`config.mk`:
```
export PLATFORM = sky130hd
export DESIGN_NAME = univ_shift_reg
export DESIGN_NICKNAME = d
export VERILOG_FILES = /design/src/rtl/univ_shift_reg.sv
export SDC_FILE = /design/constraint.sdc
export NUM_CORES = 1
export LEC_CHECK = 0
export ABC_AREA = 1
export CORE_ASPECT_RATIO = 0.6
export CORE_MARGIN = 2
export CORE_UTILIZATION = 50
export CTS_BUF_LIST = sky130_fd_sc_hd__clkbuf_2 sky130_fd_sc_hd__clkbuf_4 sky130_fd_sc_hd__clkbuf_8
export DETAILED_ROUTE_END_ITERATION = 16
export MAX_ROUTING_LAYER = met4
export PLACE_DENSITY = 0.9
export SYNTH_ARGS = -nofsm -noshare
export SYNTH_HDL_FRONTEND = slang
export SYNTH_SLANG_ARGS = --single-unit
```
`constraint.sdc`:
```
create_clock -name clk -period 2 [get_ports clk]
set_input_delay 0.2 -clock clk [delete_from_list [all_inputs] [get_ports clk]]
set_output_delay 0.2 -clock clk [all_outputs]
set_load 0.01 [all_outputs]
```
`src/rtl/univ_shift_reg.sv`:
```
// univ_shift_reg: universal shift register with a multi-cycle shift engine.
//
// Commands are launched by a start strobe accepted only in IDLE. NOP, LOAD
// and CLEAR complete on the accepting edge. Shift ops (SHL, SHR, ASR, ROL,
// ROR) move one bit per edge, the first bit on the accepting edge, for
// N = min(amt, WIDTH) steps, and pulse done on the edge of the last step.
//
// Handshake: start is a one-cycle command strobe. It is sampled on an edge
// only while busy=0; while busy=1 start, op, amt and d are ignored.
// done pulses for exactly one cycle per accepted command. A start present in
// the cycle where done=1 is accepted (back-to-back commands).
//
// Ports
//   clk     : clock, all state updates on the rising edge
//   reset   : synchronous active-high reset, dominates everything
//   start   : command strobe
//   op      : 000 NOP, 001 LOAD, 010 SHL, 011 SHR, 100 ASR, 101 ROL,
//             110 ROR, 111 CLEAR
//   amt     : shift amount (saturates to WIDTH)
//   d       : parallel load data
//   sin     : serial fill bit for SHL/SHR, sampled on every step
//   q       : register contents
//   sout    : last bit shifted out
//   busy    : multi-cycle shift in progress
//   done    : one-cycle completion pulse
//   state_o : FSM state for observation (0 IDLE, 1 SHIFT)
module univ_shift_reg #(
  parameter int WIDTH = 8,
  localparam int CNT_W = $clog2(WIDTH + 1)
) (
  input  logic             clk,
  input  logic             reset,
  input  logic             start,
  input  logic [2:0]       op,
  input  logic [CNT_W-1:0] amt,
  input  logic [WIDTH-1:0] d,
  input  logic             sin,
  output logic [WIDTH-1:0] q,
  output logic             sout,
  output logic             busy,
  output logic             done,
  output logic             state_o
);

  localparam logic [2:0] OP_NOP   = 3'b000;
  localparam logic [2:0] OP_LOAD  = 3'b001;
  localparam logic [2:0] OP_SHL   = 3'b010;
  localparam logic [2:0] OP_SHR   = 3'b011;
  localparam logic [2:0] OP_ASR   = 3'b100;
  localparam logic [2:0] OP_ROL   = 3'b101;
  localparam logic [2:0] OP_ROR   = 3'b110;
  localparam logic [2:0] OP_CLEAR = 3'b111;

  typedef enum logic {
    IDLE  = 1'b0,
    SHIFT = 1'b1
  } state_t;

  state_t           state_q;
  logic [WIDTH-1:0] reg_q;
  logic             sout_q;
  logic             busy_q;
  logic             done_q;
  logic [CNT_W-1:0] cnt_q;
  logic [2:0]       op_q;

  logic [2:0]       step_op;
  logic [CNT_W-1:0] n_eff;
  logic [WIDTH-1:0] reg_d;
  logic             sout_d;

  // Saturated shift amount for the command being accepted.
  always_comb begin
    n_eff = amt;
    if (amt > CNT_W'(WIDTH)) n_eff = CNT_W'(WIDTH);
  end

  // The accepting edge performs the first step with the incoming op; later
  // steps use the op latched at acceptance.
  assign step_op = (state_q == IDLE) ? op : op_q;

  // One shift step of the current register value.
  always_comb begin
    reg_d  = reg_q;
    sout_d = sout_q;
    case (step_op)
      OP_SHL: begin
        reg_d  = {reg_q[WIDTH-2:0], sin};
        sout_d = reg_q[WIDTH-1];
      end
      OP_SHR: begin
        reg_d  = {sin, reg_q[WIDTH-1:1]};
        sout_d = reg_q[0];
      end
      OP_ASR: begin
        reg_d  = {reg_q[WIDTH-1], reg_q[WIDTH-1:1]};
        sout_d = reg_q[0];
      end
      OP_ROL: begin
        reg_d  = {reg_q[WIDTH-2:0], reg_q[WIDTH-1]};
        sout_d = reg_q[WIDTH-1];
      end
      OP_ROR: begin
        reg_d  = {reg_q[0], reg_q[WIDTH-1:1]};
        sout_d = reg_q[0];
      end
      default: begin
        reg_d  = reg_q;
        sout_d = sout_q;
      end
    endcase
  end

  always_ff @(posedge clk) begin
    if (reset) begin
      state_q <= IDLE;
      reg_q   <= '0;
      sout_q  <= 1'b0;
      busy_q  <= 1'b0;
      done_q  <= 1'b0;
      cnt_q   <= '0;
      op_q    <= OP_NOP;
    end else begin
      done_q <= 1'b0;
      case (state_q)
        IDLE: begin
          if (start) begin
            case (op)
              OP_NOP:   done_q <= 1'b1;
              OP_LOAD: begin
                reg_q  <= d;
                done_q <= 1'b1;
              end
              OP_CLEAR: begin
                reg_q  <= '0;
                done_q <= 1'b1;
              end
              default: begin
                if (n_eff == '0) begin
                  done_q <= 1'b1;
                end else begin
                  reg_q  <= reg_d;
                  sout_q <= sout_d;
                  if (n_eff == CNT_W'(1)) begin
                    done_q <= 1'b1;
                  end else begin
                    state_q <= SHIFT;
                    busy_q  <= 1'b1;
                    cnt_q   <= n_eff - CNT_W'(1);
                    op_q    <= op;
                  end
                end
              end
            endcase
          end
        end
        SHIFT: begin
          reg_q  <= reg_d;
          sout_q <= sout_d;
          cnt_q  <= cnt_q - CNT_W'(1);
          // cnt_q counts steps still to do including this one.
          if (cnt_q == CNT_W'(1)) begin
            state_q <= IDLE;
            busy_q  <= 1'b0;
            done_q  <= 1'b1;
          end
        end
        default: state_q <= IDLE;
      endcase
    end
  end

  assign q       = reg_q;
  assign sout    = sout_q;
  assign busy    = busy_q;
  assign done    = done_q;
  assign state_o = state_q;

endmodule

```
==> results of run 1 <==
logic make-up after synthesis:
family | count (synthesis) | synth area share [%]
AOI/OAI and AO/OA | 51 | 19.3
adders and majority gates | 4 | 3.28
and+or+nand+nor | 111 | 40.3
DFF | 19 | 24.9
buffers and inverters | 39 | 11.1
xor gates and xnor gates | 2 | 1.15
sequential cells by signal (all words and copies together) (netlist names):
name	count
busy	1
cnt_q	4
done	1
op_q	3
q	8
sout	1
state_o	1
cell usage after synthesis, drive strengths merged:
cell	number
nand2	72
inv	35
a21oi	26
o21ai	22
dfxtp	19
nor2	19
nand3	13
nor3	6
ha	4
buf	3
a211oi	1
a31oi	1
clkbuf	1
o22ai	1
or2	1
xnor2	1
xor2	1
stage by stage:
stage,setup WS [ps],instance area (um2)
finish,253,1980
global route,34.7,1980
CTS,181,1970
detailed placement,-94.1,1920
global placement,-20.1,1920
floorplan,522,1530
final cells by class:
class	instances	area (um2)
clock buffers	4	48.8
fillers	258	915
inverters	35	131
multi-input cells	168	980
flip-flops and latches	19	380
well taps	42	52.6
repair buffers	41	383
worst reg2reg max path, cell delays in order, from the launching register on:
cell and delay, ps:
dfxtp_1 330, inv_2 250, nand2_1 130, nand2_1 190, nand3_4 120, nand2_4 150
inv_2 50, nand2_2 80, nand3_1 70, o21ai_1 110, nor2_1 50
worst min path at each step:
stage | end | slack, ps
floorplan | busy | 270
global placement | op_q[1] | 470
detailed placement | op_q[1] | 470
CTS | op_q[1] | 480
global route | op_q[1] | 520
finish | op_q[1] | 480
report_power, final:
group / switching, W / total (W) / leakage, nW / internal [W]
clock: 0.000132 / 0.000287 / 0.0262 / 0.000155
combinational: 0.000325 / 0.000566 / 0.697 / 0.000241
sequential: 0.0000432 / 0.000468 / 0.157 / 0.000425
total: 0.000500 / 0.00132 / 0.880 / 0.000822
layer usage:
layer / track usage, % / up-vias / share of wire, %
li1: - / 799 / -
met1: 34.5 / 692 / 47
met2: 37.2 / 60 / 43
met3: 6.01 / 8 / 7.7
met4: 5.26 / 0 / 1.6
met5: - / - / 0
==> out/results.tsv, run 1 <==
stage	metric	value	unit
critical_path	Critical Path Sink	cnt_q[1]	
job	Max Cap Viol	0	
critical_path	R2R Path End	sout	
cts	Post-CTS Setup Inserts	0	
sta	worst slew pin tran	328	ps
routing	routed vias/inst	5.05	
power	Leak	0.880	nW
logic_synthesis	Synth Warn #	0	
critical_path	worst path required time	2150	ps
floorplan	Initial Utilization	52.8	%
global_route	vias in the first global route	1409	
layout	Ant. Diodes	0	
logic_synthesis	#FFs+latches synth	19	
global_route	first-pass GRT wire length	6420	um
floorplan	full die area	3530	um2
layout	Final Core Density	68.4	%
routing	TritonRoute pass-1 iters	4	
logic_synthesis	Avg Cell Area, Syn	6.75	um2
critical_path	Setup crit start	amt[0]	
cts	H-tree depth	1	
min_path	hold crit path type	register to register	
global_route	largest net degree at the start of global routing	16	
cts	clock root buffer master	clkbuf_8	
cts	clock buffer count from CTS	3	
placed_design	Cells after DPL	305	
sta	min Tclk post-route	1750	ps
global_route	total gr overflow	0	
routing	Antenna Nets Post-Route	0	
logic_synthesis	Synth cell types	27	
power	Pwr Density	669	nW/um2
critical_path	crit path cell chain	clkdlybuf4s50_1 -> inv_1 -> nor2_1 -> buf_4 -> ha_1 -> o21ai_1 -> or2_2 -> nand2_2 -> inv_2 -> o21ai_0 -> nor2_1	
cts	CTS tree	yes	
min_path	Hold Path Cell Cnt	2	
logic_synthesis	synthesized area	1530	um2
routing	Detailed Route Iter0 Violations	125	
routing	routed vias	1559	
critical_path	Critical Path Sink Type	register	
global_route	initial antenna violation count	0	
sta	fmax	573	MHz
placed_design	Routability Congestion	0.851	
cts	Clock Sinks	19	
power	Design Power	0.00132	W
logic_synthesis	Seq/Total Area, Yosys	24.9	%
critical_path	Top delay family on crit path	buffers and inverters	
layout	Area Growth Syn to Fin	29.4	%
layout	NumNets Final	291	
critical_path	register-to-register setup slack	360	ps
sta	Fin Clk Skew	1.92	ps
critical_path	critical path type	input pin to register	
sta	Max-slew headroom	78.1	%
sta	Hold Fails Final Rpt	0	
sta	Fin Setup TNS	0	ps
routing	drt total wl	3700	um
layout	final instance count without filler cells	309	
sta	period utilization	87.3	%
critical_path	FF-to-FF Start	state_o	
floorplan	Top-Level Pins	31	
logic_synthesis	leading area contributor after synthesis	dfxtp_1	
layout	share of cells above drive strength 1	22.1	%
logic_synthesis	Net Count, Synth	249	
cts	post-cts hold buffer count	0	
cts	Reg clk slew, reported paths	70	ps
floorplan	Die X	75.3	um
critical_path	Critical Path Start Type	input pin	
floorplan	Core ar.	2890	um2
logic_synthesis	Yosys top cell area share	24.9	%
sta	RSZ-0062 raised after global routing	no	
power	Worst VDD drop	0.346	mV
cts	post-CTS sizing	0	
layout	commonest non-fill, non-tap cells in the layout	nand2_1, clkdlybuf4s50_1, inv_1, a21oi_1, dfxtp_1	
placed_design	post-DP HPWL	2900	um
sta	final hold slack	478	ps
critical_path	WP depth	11	
placed_design	port bufs	30	
min_path	Hold Path Origin	op_q[1]	
logic_synthesis	top post-synthesis cells by area	dfxtp_1, nand2_1, nand2_4	
critical_path	Top cell by count, worst path	nor2_1	
global_route	gr usage total	25.0	%
floorplan	die height	46.8	um
layout	leading cell type in the layout, fill and taps excluded	nand2_1	
critical_path	CP max-delay cell	clkdlybuf4s50_1	
sta	Max Slew Vio Count	0	
critical_path	Largest stage delay, worst path	450	ps
critical_path	Buf+Inv Stages, Crit Path	4	
routing	drt drc	0	
floorplan	row cnt	15	
outcome	run status	finished clean	
cts	worst skew pair latency	260	ps
routing	Wirelength per Cell	12.0	um
cts	Max Buffers Root-to-Sink	2	
logic_synthesis	Synth Instances	226	
critical_path	worst-path fanout max	7	
sta	final-report setup violation count	0	
critical_path	CP arrival	1900	ps
critical_path	Reg2Reg Depth	10	
Note: power is estimated with default switching activity, not from simulation.
==> run 2: changes to the inputs <==
- HOLD_SLACK_MARGIN: unset -> 0.06
- REMOVE_ABC_BUFFERS: unset -> 1
==> run 2 against run 1 <==
Compared with the run above:
- setup slack lost 29 ps
- total power is essentially flat
- via count grew 0.90%
- hold slack gained 7.4 ps
- utilization shrank 0.26 points
- wire length shrank 0.24%
- clock skew shrank 1.2 ps
- critical path depth is the same
- clock power is essentially flat
- count of clock-buffer cells in the layout is the same
- largest cell class unchanged
- largest power group unchanged
==> out/results.tsv, run 2 (synthesized netlist as in run 1, its figures left out) <==
stage	metric	value	unit	change
critical_path	worst path required time	2150	ps	about the same
placed_design	post-DP HPWL	2990	um	was 2900 um
floorplan	die height	46.8	um	unchanged
critical_path	critical path type	input pin to register		unchanged
routing	wire length on met3	273	um	was 284 um
global_route	first-pass GRT wire length	6040	um	was 6420 um
placed_design	Cells after DPL	304		was 305
sta	final-report setup violation count	0		unchanged
cts	H-tree depth	1		unchanged
global_route	vias in the first global route	1342		was 1,409
routing	Antenna Nets Post-Route	0		unchanged
routing	Detailed Route Iter0 Violations	122		was 125
routing	drt drc	0		unchanged
sta	min Tclk post-route	1780	ps	was 1750 ps
layout	share of cells above drive strength 1	21.8	%	was 22.1%
critical_path	WP depth	11		unchanged
placed_design	port bufs	30		unchanged
outcome	run status	finished clean		unchanged
power	Pwr Density	671	nW/um2	was 669 nW/um2
layout	fin area	1970	um2	was 1980 um2
floorplan	full die area	3530	um2	unchanged
placed_design	Routability Congestion	0.838		was 0.851
routing	routed vias	1573		was 1,559
routing	Wirelength per Cell	12.0	um	about the same
job	Max Cap Viol	0		unchanged
sta	Max-slew headroom	79.0	%	was 78.1%
global_route	initial antenna violation count	0		unchanged
critical_path	Top delay family on crit path	buffers and inverters		unchanged
power	Leak	0.875	nW	was 0.880 nW
cts	worst skew pair latency	260	ps	about the same
floorplan	Top-Level Pins	31		unchanged
layout	Ant. Diodes	0		unchanged
sta	fmax	563	MHz	was 573 MHz
layout	NumNets Final	290		was 291
routing	WL met1	1790	um	was 1750 um
cts	clock buffer count from CTS	3		unchanged
sta	RSZ-0062 raised after global routing	no		unchanged
critical_path	register-to-register setup slack	380	ps	was 360 ps
cts	Clock Sinks	19		unchanged
placed_design	placement-stage cell area	1920	um2	about the same
cts	Reg clk slew, reported paths	70	ps	about the same
cts	post-cts hold buffer count	0		unchanged
critical_path	Buf+Inv Stages, Crit Path	3		was 4
layout	leading cell type in the layout, fill and taps excluded	nand2_1		unchanged
floorplan	Die X	75.3	um	unchanged
layout	Final Core Density	68.1	%	was 68.4%
routing	WL met2	1610	um	was 1600 um
sta	worst slew pin tran	314	ps	was 328 ps
routing	routed vias/inst	5.11		was 5.05
power	Worst VDD drop	0.411	mV	was 0.346 mV
critical_path	Largest stage delay, worst path	470	ps	was 450 ps
routing	Top Metal Used	met4		unchanged
global_route	total gr overflow	0		unchanged
cts	Max Buffers Root-to-Sink	2		unchanged
critical_path	worst-path fanout max	8		was 7
routing	TritonRoute pass-1 iters	4		unchanged
layout	commonest non-fill, non-tap cells in the layout	nand2_1, clkdlybuf4s50_1, inv_1, a21oi_1, dfxtp_1		unchanged
sta	Max Slew Vio Count	0		unchanged
layout	Area Growth Syn to Fin	28.9	%	was 29.4%
sta	Fin Clk Skew	0.704	ps	was 1.92 ps
critical_path	Critical Path Sink Type	register		unchanged
sta	Hold Fails Final Rpt	0		unchanged
critical_path	CP max-delay cell	clkdlybuf4s50_1		unchanged
power	Design Power	0.00132	W	about the same
critical_path	Critical Path Start Type	input pin		unchanged
global_route	largest net degree at the start of global routing	16		unchanged
floorplan	row cnt	15		unchanged
critical_path	Reg2Reg Depth	10		unchanged
layout	final instance count without filler cells	308		was 309
sta	period utilization	88.8	%	was 87.3%
min_path	Hold Path Cell Cnt	2		unchanged
sta	final hold slack	486	ps	was 478 ps
floorplan	Core ar.	2890	um2	unchanged
floorplan	Initial Utilization	52.8	%	unchanged
global_route	gr usage total	23.7	%	was 25.0%
critical_path	crit path cell chain	clkdlybuf4s50_1 -> inv_1 -> nor2_1 -> inv_1 -> ha_1 -> o21ai_0 -> nand2_1 -> nor3_2 -> nand2_2 -> o21ai_0 -> a21oi_1		was clkdlybuf4s50_1 -> inv_1 -> nor2_1 -> buf_4 -> ha_1 -> o21ai_1 -> or2_2 -> nand2_2 -> inv_2 -> o21ai_0 -> nor2_1
layout	max reg flops	8		unchanged
routing	drt total wl	3690	um	was 3700 um
cts	clock root buffer master	clkbuf_8		unchanged
cts	CTS tree	yes		unchanged
critical_path	CP arrival	1930	ps	was 1900 ps
min_path	hold crit path type	register to register		unchanged
-- run 2: area by class of cell --
| class | count | area (um2) |
|---|---|---|
| clock buffers | 4 | 48.8 |
| repair buffers | 40 | 375 |
| multi-input cells | 168 | 980 |
| flip-flops and latches | 19 | 380 |
| well taps | 42 | 52.6 |
| fillers | 259 | 922 |
| inverters | 35 | 131 |
-- run 2: final timing paths --
check	from	end
hold / removal	op_q[1]	op_q[1]
hold reg to reg	op_q[1]	op_q[1]
setup reg to reg	state_o	q[4]
setup / recovery	amt[0]	op_q[1]
-- run 2: worst min-delay path: cells and delay by family, from the launching register on --
family                 cells  cell delay, ps
buffers and inverters      1              70
DFF                        1             320
AOI/OAI and AO/OA          1              60
-- run 2: report_power, final --
part / internal [W] / switching (W) / leakage [nW] / total [W]
clock: 0.000155 / 0.000133 / 0.0262 / 0.000288
combinational: 0.000240 / 0.000325 / 0.692 / 0.000565
sequential: 0.000425 / 0.0000425 / 0.157 / 0.000468
total: 0.000820 / 0.000501 / 0.875 / 0.00132
-- run 2: metrics by stage --
step	setup TNS, ps	setup WS (ps)
6_report	0	224
5_1_grt	0	6.08
4_1_cts	0	180
3_5_place_dp	-217	-95.0
3_3_place_gp	0	8.94
2_1_floorplan	0	167
-- run 2: what timing repair did --
item | CTS | global route
resized for setup | 0 | 1
setup buffers | 0 | 0
setup endpoints to repair | 0 | 2
-- run 2: per-layer routing --
metal / vias to the layer above / GRT usage (%)
li1: 807 / -
met4: 0 / 4.91
met2: 66 / 34.8
met5: - / -
met3: 6 / 6.22
met1: 694 / 33.0
==> run 3: changes to the inputs <==
- GPL_TIMING_DRIVEN: unset -> 0
==> run 3 against run 2 <==
Compared with the run above:
- sequential share of layout area rose by 0.66 points
- cell count fell by 2.6%
- clock skew rose by 3.5 ps
- clock power barely moved
- utilization fell by 1.6 points
- total power fell by 0.11%
- design area fell by 2.4%
- first-iteration DRC count rose by 16%
- critical endpoint is now q[5]
- largest power group unchanged
- highest routed layer unchanged
==> out/results.tsv, run 3 (synthesized netlist as in run 1, its figures left out) <==
stage	metric	value	unit	change
cts	clock buffer count from CTS	3		unchanged
critical_path	R2R Path End	q[5]		was q[4]
power	Int Pwr	0.000808	W	was 0.000820 W
critical_path	register-to-register setup slack	190	ps	was 380 ps
floorplan	Core ar.	2890	um2	unchanged
placed_design	post-DP HPWL	2840	um	was 2990 um
cts	Reg clk slew, reported paths	80	ps	was 70 ps
power	sequential share of power	36.2	%	was 35.4%
outcome	run status	finished clean		unchanged
layout	commonest non-fill, non-tap cells in the layout	nand2_1, clkdlybuf4s50_1, inv_1, a21oi_1, dfxtp_1		unchanged
floorplan	Initial Utilization	52.8	%	unchanged
job	Max Cap Viol	0		unchanged
routing	Antenna Nets Post-Route	0		unchanged
layout	max reg flops	8		unchanged
sta	min Tclk post-route	1930	ps	was 1780 ps
floorplan	full die area	3530	um2	unchanged
layout	fin area	1920	um2	was 1970 um2
sta	Hold Fails Final Rpt	0		unchanged
critical_path	worst path required time	2150	ps	about the same
layout	share of cells above drive strength 1	20.5	%	was 21.8%
routing	Detailed Route Iter0 Violations	141		was 122
routing	routed vias	1583		was 1,573
routing	TritonRoute pass-1 iters	5		was 4
critical_path	Critical Path Sink	q[5]		was op_q[1]
sta	RSZ-0062 raised after global routing	yes		was no
sta	worst slew pin tran	580	ps	was 314 ps
global_route	first-pass GRT wire length	6070	um	was 6040 um
placed_design	port bufs	30		unchanged
cts	H-tree depth	1		unchanged
floorplan	die height	46.8	um	unchanged
power	Pwr Density	687	nW/um2	was 671 nW/um2
layout	Ant. Diodes	0		unchanged
sta	Max Slew Vio Count	0		unchanged
global_route	initial antenna violation count	0		unchanged
critical_path	worst-path fanout max	8		unchanged
power	Clock Power Share	21.9	%	was 21.8%
global_route	vias in the first global route	1360		was 1,342
sta	period utilization	96.4	%	was 88.8%
cts	worst skew pair latency	260	ps	about the same
global_route	total gr overflow	0		unchanged
power	sw power	0.000512	W	was 0.000501 W
routing	drt total wl	3920	um	was 3690 um
floorplan	Die X	75.3	um	unchanged
critical_path	Critical Path Start Type	input pin		unchanged
layout	fill cell total of the finished layout	267		was 259
layout	final instance count without filler cells	300		was 308
placed_design	placement-stage cell area	1840	um2	was 1920 um2
sta	Max-slew headroom	61.1	%	was 79.0%
critical_path	critical path type	input pin to register		unchanged
critical_path	Setup crit start	amt[3]		was amt[0]
power	Worst VDD drop	0.419	mV	was 0.411 mV
critical_path	Critical Path Sink Type	register		unchanged
placed_design	Cells after DPL	294		was 304
routing	routed vias/inst	5.28		was 5.11
cts	clock root buffer master	clkbuf_8		unchanged
sta	final hold slack	484	ps	was 486 ps
critical_path	Reg2Reg Depth	10		unchanged
sta	Fin Clk Skew	4.16	ps	was 0.704 ps
layout	NumNets Final	282		was 290
cts	Clock Sinks	19		unchanged
routing	drt drc	0		unchanged
min_path	hold crit path type	register to register		unchanged
critical_path	FF-to-FF Start	state_o		unchanged
global_route	largest net degree at the start of global routing	17		was 16
floorplan	Top-Level Pins	31		unchanged
cts	CTS tree	yes		unchanged
power	Gate power share	41.9	%	was 42.8%
layout	leading cell type in the layout, fill and taps excluded	nand2_1		unchanged
power	Net Sw Frac	38.8	%	was 37.9%
routing	Wirelength per Cell	13.1	um	was 12.0 um
global_route	gr usage total	23.9	%	was 23.7%
floorplan	row cnt	15		unchanged
placed_design	Routability Congestion	0.839		was 0.838
critical_path	CP arrival	2080	ps	was 1930 ps
power	Leak	0.838	nW	was 0.875 nW
sta	final-report setup violation count	0		unchanged
layout	Area Growth Syn to Fin	25.9	%	was 28.9%
sta	fmax	519	MHz	was 563 MHz
cts	Max Buffers Root-to-Sink	2		unchanged
==> run 3: per-layer routing <==
metal	vias to the layer above	wire length, um	GRT usage [%]
met4	0	21	5.61
met2	82	1790	33.9
met3	4	317	8.15
li1	792	-	-
met5	-	0	-
met1	705	1790	32.6
==> run 3: cell type report <==
| class | instances | area, um2 | area share (%) |
|---|---|---|---|
| Multi-Input combinational cell | 168 | 987 | 51.4 |
| Tap cell | 42 | 52.6 | 2.73 |
| Sequential cell | 19 | 384 | 20.0 |
| Inverter | 35 | 134 | 6.97 |
| Clock buffer | 4 | 48.8 | 2.54 |
| Timing Repair Buffer | 32 | 315 | 16.4 |
==> run 3: worst min path at each step <==
| stage | start | to | slack [ps] | depth (start not counted) |
|---|---|---|---|---|
| global placement | op_q[1] | op_q[1] | 460 | 2 |
| global route | op_q[1] | op_q[1] | 510 | 2 |
| floorplan | reset | busy | 270 | 1 |
| CTS | busy | busy | 480 | 2 |
| detailed placement | busy | busy | 470 | 2 |
| finish | op_q[1] | op_q[1] | 480 | 2 |
==> run 3: stage by stage <==
stage                     utilization, %  TNS (ps)  total power [W]  setup WS [ps]
after floorplan                        -         0         0.000831            167
after global placement              63.7     -1820         0.000989           -188
after detailed placement            63.7     -2480          0.00101           -236
after CTS                           65.6         0          0.00130           18.7
after global routing                66.5     -34.2          0.00140          -23.2
final                               66.5         0          0.00132           72.8
==> run 3: power by group through the flow <==
stage	Combinational, W	Sequential [W]	Clock [W]
floorplan	0.000344	0.000487	0
global placement	0.000507	0.000482	0
detailed placement	0.000524	0.000483	0
CTS	0.000532	0.000475	0.000290
global route	0.000607	0.000485	0.000312
finish	0.000553	0.000478	0.000289
==> run 3: critical path, cell delays in order <==
cell	delay, ps
clkdlybuf4s50_1	600
inv_1	80
nand2_1	100
ha_1	170
inv_1	70
nor3_2	180
inv_2	90
o21ai_4	200
inv_2	120
o21ai_0	190
a21oi_1	60
==> run 3: repair_timing <==
action | in CTS | in global routing
pin swaps | 0 | 1
endpoints found under the setup margin | 9 | 14
hold buffers | 0 | 0
setup buffers | 0 | 2
resized for setup | 2 | 6
==> edit: new RTL, flow settings as in run 2 <==
Reset style: asynchronous (`reset`), changed in one clocked block. Comments in the files are not updated.
--- a/src/rtl/univ_shift_reg.sv
+++ b/src/rtl/univ_shift_reg.sv
@@ -113,3 +113,3 @@
 
-  always_ff @(posedge clk) begin
+  always_ff @(posedge clk or posedge reset) begin
     if (reset) begin
Check against the original RTL: differs if reset is asserted again (counterexample within 4 cycles, from zero or initial values and one cycle with reset high); with reset held inactive, the same outputs for 10 cycles.
==> edit against run 2 <==
Design area down 0.32%; via count down 7.3%; critical path depth up 2; global-route usage up 4.2 points; sequential cell count unchanged; routed wire length up 7.3%; synthesized area down 8.1%; first-iteration DRC count up 25%; setup slack worse by 0.096 ns.
Power is not compared: it rests on default switching activity, and its combinational part moved more than twofold at a synthesized area within 25%.
==> edit: results (changes against run 2) <==
* Max reg flops at 8 (unchanged)
* Data buffer area share at 23.5% (+4.5 points)
* Synth async-reset ratio at 100% (+100 points)
* Place WS at -0.353 ns (-0.258 ns)
* Via density at 5.26 (+3.1%)
* GR Util All Layers at 27.9% (+4.2 points)
* 1st-iter DRT viols at 153 (+25%)
* FILL cells at 178 (-31%)
* Signal buffers at 51 (+28%)
* Avg Inst Size Synth at 7.31 sq um (+8.2%)
* Initial antenna violation count at 0 (unchanged)
* CP Max Fanout at 8 (unchanged)
* Grt met2 use at 43.3% (+8.5 points)
* Largest net degree at the start of global routing at 20 (+4)
* DPL Wire Length at 3010 um (+0.44%)
* Outcome: complete, no violations
* CP arrival at 2.02 ns (+0.09 ns)
* Total of warnings raised by yosys at 0 (unchanged)
* Hold Path Class: primary input to async pin
* Final Max Slew Viols at 0 (unchanged)
* Cts repair resizes at 10 (+10)
* Placed cells at 267 (-12%)
* #MultiIn Comb at 143 (-15%)
* CP max-delay cell: or3_1
* Top cells by area, synth: dfrtp_1 34%, nand2_1 14%, inv_1 7.0%, o21ai_2 5.0%, nor2_1 4.5%
* Layout cell share with drive strength beyond 1 at 23.3% (+1.5 points)
* DP Area at 1840 sq um (-4.2%)
* Met3 usage at 6.47% (+0.25 points)
* Synth Area in Compound Gates at 18.4% (-0.89 points)
* GP Congestion at 0.909 (+8.5%)
* Drt wl/cell at 14.3 um (+19%)
* Non-clock inverter count in the final layout at 28 (-20%)
* Worst r2r src: state_o$_DFF_PP0_
* WL met2 at 1780 um (+10%)
* Vias at 1,458 (-7.3%)
* FF+latch area at 475 sq um (+25%)
* Multi-input combinational area share at 42.5% (-7.3 points)
* Post-synthesis adder-cell area fraction at 4.46% (+1.2 points)
* H-Tree Depth at 1 (unchanged)
* Post-synthesis sequential area ratio at 33.9% (+9.0 points)
* Worst setup path start: amt[2]
* First-pass GRT wire length at 6530 um (+8.1%)
* Synth cell count leaders: 54 x nand2_1, 26 x inv_1, 19 x dfrtp_1
* Clk tree area frac at 2.36% (-0.12 points)
* Postcts setup bufs at 6 (+6)
* Met1 WL at 1780 um (-0.34%)
* Max Used Layer: met4
* Vias in the first global route at 1,373 (+2.3%)
* Distinct cells, synth at 26 (-3.7%)
* Least-Margin Pin Slew at 0.372 ns (+0.0581 ns)
* Met1 GRT Util at 38.3% (+5.3 points)
* Clock skew at 0.00123 ns (+0.000528 ns)
* Top FF cell, synth: dfrtp_1
* Slowest stage delay, CP at 0.39 ns (-0.08 ns)
* FP Rows at 14 (-1)
* Wire length on met3 at 371 um (+36%)
* Synth Area in XOR/XNOR at 1.87% (+0.73 points)
## edit: power by group through the flow
| stage | combinational (W) | clock (W) | sequential, W |
|---|---|---|---|
| finish | 0.00186 | 0.000273 | 0.000765 |
| global route | 0.00205 | 0.000297 | 0.000786 |
| CTS | 0.00184 | 0.000276 | 0.000755 |
| detailed placement | 0.00176 | 0 | 0.000755 |
| global placement | 0.00169 | 0 | 0.000745 |
| floorplan | 0.00114 | 0 | 0.000767 |
## edit: stage by stage
step	hold WS [ns]	util (%)
after CTS	0.264	75.6
final	0.257	76.2
after detailed placement	0.516	71.3
after global routing	0.318	76.2
after floorplan	0.151	-
after global placement	0.479	71.3
## edit: worst max-delay path, delay by kind of cell
kind | cells | cell delay, ns
AOI/OAI and AO/OA | 1 | 0.06
adders and majority gates | 1 | 0.20
buffers and inverters | 2 | 0.34
and+or+nand+nor | 9 | 1.22
## edit: cell families (layout without fill, tap and decap cells)
family / after synthesis / after routing
adder cells (fa/ha/maj): 5 / 5
XOR/XNOR: 3 / 3
flip-flops: 19 / 19
buffers and inverters: 30 / 83
AO/OA/AOI/OAI: 38 / 38
AND/OR/NAND/NOR: 97 / 97
## edit: final timing paths
| check | end | cells past startpoint | slack (ns) |
|---|---|---|---|
| worst max-delay path | op_q[2]$_DFFE_PP0P_ | 13 | 0.13 |
| worst min-delay path | q[7]$_DFFE_PP0P_ | 3 | 0.26 |
| worst max register to register | q[6]$_DFFE_PP0P_ | 8 | 0.19 |
| worst min register to register | sout$_DFFE_PP0P_ | 2 | 0.53 |
| max in group asynchronous | q[0]$_DFFE_PP0P_ | 3 | 1.54 |
| min in group clk | sout$_DFFE_PP0P_ | 2 | 0.53 |
